## src/rtl/fetch_unit.sv

```systemverilog
// fetch_unit: PC stream, pipelined InstMem requests, prefetch FIFO to decode; accept -> instValid in 2 cycles, 1 inst/cycle.
// Stalls on romReady/instReady under a DEPTH credit cap; define FETCH_ALIGN_CHK_EN for sticky addrErr on misaligned redirect.
module fetch_unit #(
  parameter int unsigned     PC_W     = 32,
  parameter int unsigned     INST_W   = 32,
  parameter logic [PC_W-1:0] PC_START = '0,
  parameter int unsigned     PC_STEP  = 4,
  parameter int unsigned     DEPTH    = 4
) (
  input  logic              clk,
  input  logic              rst,
  input  logic              jCe,
  input  logic [PC_W-1:0]   jAddr,
  output logic              romReq,
  output logic [PC_W-1:0]   romAddr,
  input  logic              romReady,
  input  logic              romValid,
  input  logic [INST_W-1:0] romData,
  output logic              instValid,
  output logic [INST_W-1:0] inst,
  output logic [PC_W-1:0]   instPc,
  input  logic              instReady
`ifdef FETCH_ALIGN_CHK_EN
  ,
  output logic              addrErr
`endif
);
  localparam int unsigned     AW   = $clog2(DEPTH);
  localparam int unsigned     CW   = AW + 1;
  localparam logic [PC_W-1:0] STEP = PC_W'(PC_STEP);
  localparam logic [CW:0]     CAP  = (CW+1)'(DEPTH);

  logic              rst_q;
  logic [PC_W-1:0]   pc_q, pc_d;
  logic [PC_W-1:0]   out_pc_q, out_pc_d;
  logic [CW-1:0]     outst_q, outst_d;
  logic [CW-1:0]     drop_q, drop_d;
  logic [CW-1:0]     cnt_q, cnt_d;
  logic [AW-1:0]     wr_q, wr_d;
  logic [AW-1:0]     rd_q, rd_d;
  logic [INST_W-1:0] mem_q [DEPTH];
  logic              halt;
  logic              accept;
  logic              push;
  logic              pop;
  logic [CW:0]       used;

`ifdef FETCH_ALIGN_CHK_EN
  logic err_q, err_d;
  assign halt    = err_q;
  assign addrErr = err_q;
`else
  assign halt = 1'b0;
`endif

  // In-flight plus buffered words may never exceed DEPTH, so a push always finds space.
  assign used      = {1'b0, outst_q} + {1'b0, cnt_q};
  assign romReq    = !rst && !rst_q && !jCe && !halt && (used < CAP);
  assign romAddr   = pc_q;
  assign accept    = romReq && romReady;
  assign push      = romValid && !jCe && (drop_q == '0);
  assign instValid = (cnt_q != '0);
  assign pop       = instValid && instReady && !jCe;
  assign inst      = mem_q[rd_q];
  assign instPc    = out_pc_q;

  always_comb begin
    pc_d     = pc_q;
    out_pc_d = out_pc_q;
    outst_d  = outst_q;
    drop_d   = drop_q;
    cnt_d    = cnt_q;
    wr_d     = wr_q;
    rd_d     = rd_q;
`ifdef FETCH_ALIGN_CHK_EN
    err_d    = err_q;
`endif
    if (accept && !romValid) begin
      outst_d = outst_q + CW'(1);
    end else if (!accept && romValid) begin
      outst_d = outst_q - CW'(1);
    end
    if (jCe) begin
      pc_d     = jAddr;
      out_pc_d = jAddr;
      // No request goes out in a redirect cycle, so everything still in flight is stale.
      drop_d   = outst_d;
      cnt_d    = '0;
      rd_d     = wr_q;
`ifdef FETCH_ALIGN_CHK_EN
      err_d    = (jAddr[1:0] != 2'b00);
`endif
    end else begin
      if (accept) begin
        pc_d = pc_q + STEP;
      end
      if (romValid && (drop_q != '0)) begin
        drop_d = drop_q - CW'(1);
      end
      if (push) begin
        wr_d = wr_q + AW'(1);
      end
      if (pop) begin
        rd_d     = rd_q + AW'(1);
        out_pc_d = out_pc_q + STEP;
      end
      if (push && !pop) begin
        cnt_d = cnt_q + CW'(1);
      end else if (pop && !push) begin
        cnt_d = cnt_q - CW'(1);
      end
    end
  end

  always_ff @(posedge clk) begin
    rst_q <= rst;
    if (rst) begin
      pc_q     <= PC_START;
      out_pc_q <= PC_START;
      outst_q  <= '0;
      drop_q   <= '0;
      cnt_q    <= '0;
      wr_q     <= '0;
      rd_q     <= '0;
`ifdef FETCH_ALIGN_CHK_EN
      err_q    <= 1'b0;
`endif
    end else begin
      pc_q     <= pc_d;
      out_pc_q <= out_pc_d;
      outst_q  <= outst_d;
      drop_q   <= drop_d;
      cnt_q    <= cnt_d;
      wr_q     <= wr_d;
      rd_q     <= rd_d;
`ifdef FETCH_ALIGN_CHK_EN
      err_q    <= err_d;
`endif
    end
  end

  always_ff @(posedge clk) begin
    if (push) begin
      mem_q[wr_q] <= romData;
    end
  end

endmodule

```

## config.mk

```make
export PLATFORM = sky130hd
export DESIGN_NAME = fetch_unit
export DESIGN_NICKNAME = d
export VERILOG_FILES = /design/src/rtl/fetch_unit.sv
export SDC_FILE = /design/constraint.sdc
export NUM_CORES = 1
export LEC_CHECK = 0
export ABC_CLOCK_PERIOD_IN_PS = 6300
export CAP_MARGIN = 30
export CORE_AREA = 5 5 141 143
export CTS_BUF_LIST = sky130_fd_sc_hd__clkbuf_4
export CTS_CLUSTER_DIAMETER = 150
export DETAILED_ROUTE_END_ITERATION = 10
export DIE_AREA = 0 0 146 148
export GPL_TIMING_DRIVEN = 1
export PLACE_DENSITY = 0.84
export SLEW_MARGIN = 40
export SYNTH_ARGS = -nofsm -noshare
export SYNTH_HDL_FRONTEND = slang
export SYNTH_SLANG_ARGS = --single-unit
```

## constraint.sdc

```tcl
create_clock -name clk -period 6.3 [get_ports clk]
set_clock_uncertainty 0.15 [all_clocks]
set_input_delay 0.945 -clock clk [delete_from_list [all_inputs] [get_ports clk]]
set_output_delay 0.945 -clock clk [all_outputs]
set_load 0.02 [all_outputs]
```

==> run_results.csv <==
group,metric,value,unit
worst_setup_path,worst_ep_required_time,5.20,ns
timing,setup_viol,0,
layout,fill_cells,1409,
clock_tree,cts_tree,"yes",
worst_setup_path,r2r_cells,6,
route,initialDrtViolationCount,509,
layout,finalNonFillerCells,1165,
power,p_leak,3.95,nW
die,start_util,0.487,
timing,min_period,3.95,ns
timing,drv_slew,0,
flow_run,drv_cap,0,
global_routing,grt_pass1_wl,33700,µm
route,drc_errors,0,
synth,synth_seq_cells,208,
worst_hold_path,hold_class,"reg -> reg",
die,dieWidth,146,µm
worst_setup_path,path_max_fanout,18,
synth,yosysSeqAreaShare,0.606,
synth,synth_cells,691,
clock_tree,htree_levels,2,
route,detail_route.vias_per_cell,5.57,
global_routing,gr-total-overflow,0,
timing,holdWs,0.308,ns
placement,hpwl,14300,µm
timing,rsz0062_at_grt,"false",
global_routing,antenna_found_initial,0,
synth,synth_edf_count,128,
synth,synth_area_per_cell,13.0,µm²
layout,utilization,0.624,
timing,fin_crit_sh,0.627,
route,drtPass1Iterations,5,
timing,max_slew.worst_pin.slew,0.797,ns
synth,yosysWarnings,0,
clock_tree,clk_latency,0.64,ns
die,coreArea,18500,µm²
power,max-vdd-ir-drop,0.000155,V
worst_setup_path,crit_start,"jCe",
die,fp.dieH,148,µm
worst_setup_path,reg2reg_slack,3.41,ns
worst_setup_path,end_kind,"primary output",
timing,slew_headroom,0.468,
synth,ys_types,61,
layout,diodes,0,
route,drtAntennaViolNets,0,
layout,final_nets,973,
clock_tree,cts_hold_buf,0,
clock_tree,cts.reportedPaths.clkPinSlew,0.07,ns
placement,port_buffers,167,
die,rows,50,
placement,place.gp.congestion,0.866,
worst_setup_path,startpoint_type,"input port",
clock_tree,numCtsBuffers,52,
global_routing,grt_pass1_vias,6531,
timing,hold_violations,0,
synth,netlist_top_cells_area,"edfxtp_1 43%, dfxtp_1 18%, mux4_2 8.0%, xnor2_1 3.4%, nand2_1 2.4%",
die,ios,168,
clock_tree,clock-root-buffer,"clkbuf_4",
layout,final_cell_mix,"166 x clkdlybuf4s50_1, 128 x edfxtp_1, 79 x dfxtp_1",
route,vias,6489,
synth,synth_area,8980,µm²
global_routing,grt_max_degree,59,
global_routing,track_usage,0.195,
timing,tns,0,ns
clock_tree,cts_resized,0,
placement,dp.cells,1069,
clock_tree,numClockSinks,208,
clock_tree,post_cts_buffers,0,
worst_setup_path,worstPathArrival,2.86,ns
layout,area_delta_synth_final,28.3,%
worst_setup_path,reg2reg_from,"outst_q[1]$_SDFF_PP0_",
clock_tree,clk_path_buf_depth,3,
power,power.density,268,nW/µm²
synth,ys.flop_type,"edfxtp_1",
timing,fmax,0.253,GHz
layout,layout_commonest_cell,"clkdlybuf4s50_1",
worst_setup_path,crit_type,"in -> out",
route,drt_wl_total,21100,µm
die,die_area,21600,µm²
outcome,status,"completed",
worst_setup_path,r2r_end,"drop_q[1]$_SDFFE_PP0P_",
synth,yosys.area.top_type,"edfxtp_1",
synth,synthArstFlopShare,0,
route,wire_per_inst,18.1,µm
synth,yosys.area.top_type_share,0.428,
worst_hold_path,holdPathStages,2,
layout,drive_above_1_share,0.142,
worst_setup_path,cp-endpoint,"romReq",
synth,synthesis.nets,775,
metrics by stage:
stage	total power, mW	setup WS (ns)	instance area [µm²]
after floorplan	1.82	3.15	8980
after global placement	2.02	2.13	10900
after detailed placement	2.03	2.08	10900
after CTS	3.12	2.35	11500
after global routing	3.24	2.26	11500
final	3.08	2.35	11500
final cells by class:
class / count / area, µm² / area share
Sequential cell: 208 / 5450 / 0.473
Tap cell: 234 / 293 / 0.0254
Timing Repair Buffer: 177 / 1740 / 0.151
Clock inverter: 29 / 143 / 0.0124
Multi-Input combinational cell: 427 / 3310 / 0.287
Inverter: 23 / 86.3 / 0.00749
Clock buffer: 67 / 503 / 0.0437
state kept, by name (all words and copies together) (netlist names), named ones only:
signal	flops
mem_q	128
rd_q	2
wr_q	2
outst_q	3
instPc	32
romAddr	32
rst_q	1
cnt_q	3
drop_q	3
power by group:
group / switching, mW / leakage [nW] / internal [mW] / total (mW)
registers: 0.0539 / 1.82 / 1.50 / 1.56
clock network: 0.537 / 0.380 / 0.545 / 1.08
logic: 0.223 / 1.75 / 0.218 / 0.442
synth_stat cells, types with 3 or more instances:
cell type	n
buf_4	3
nor4_1	10
clkbuf_1	18
mux2i_1	7
and3_1	11
or3_1	5
buf_1	3
mux4_2	32
edfxtp_1	128
a21boi_0	10
o21ai_0	14
o211ai_1	4
nor3_1	13
a21oi_1	32
xor2_1	10
and4_1	8
xnor2_1	35
nor2_1	40
o21a_1	3
dfxtp_1	80
o21bai_1	4
and2_1	12
nand2_1	57
a211oi_1	16
inv_1	23
ha_1	13
buf_2	9
nand3_1	23
a31oi_1	10
nand4_1	17
critical path, cell delays in order:
cell and delay (ns):
clkdlybuf4s50_1 0.80, nor2_1 0.33, and3_1 0.18, clkdlybuf4s50_1 0.59
worst min path at each step:
stage / start / endpoint / slack, ns
floorplan: cnt_q[2]$_SDFFE_PP0P_ / cnt_q[2]$_SDFFE_PP0P_ / 0.35
global placement: romAddr[0]$_SDFFE_PP0P_ / romAddr[0]$_SDFFE_PP0P_ / 0.29
detailed placement: instPc[0]$_SDFFE_PP0P_ / instPc[0]$_SDFFE_PP0P_ / 0.30
CTS: instPc[0]$_SDFFE_PP0P_ / instPc[0]$_SDFFE_PP0P_ / 0.31
global route: instPc[0]$_SDFFE_PP0P_ / instPc[0]$_SDFFE_PP0P_ / 0.33
finish: instPc[0]$_SDFFE_PP0P_ / instPc[0]$_SDFFE_PP0P_ / 0.31
layer usage:
| metal | GRT usage | up-vias | routed length, µm |
|---|---|---|---|
| met4 | 0.0616 | 0 | 280 |
| met3 | 0.0536 | 24 | 2030 |
| met5 | 0 | - | 0 |
| li1 | - | 3055 | - |
| met1 | 0.254 | 3104 | 8710 |
| met2 | 0.319 | 306 | 10100 |
cell families (layout without fill, tap and decap cells):
kind of cell | after synthesis | count (layout) | synth area share
buf+inv | 56 | 296 | 0.0259
flops | 208 | 208 | 0.606
xor+xnor | 45 | 45 | 0.0439
simple gates | 212 | 212 | 0.129
compound gates | 113 | 113 | 0.0822
mux | 41 | 41 | 0.0906
fa+ha+maj | 16 | 16 | 0.0226
No activity file was read; power rests on OpenSTA's default activity.
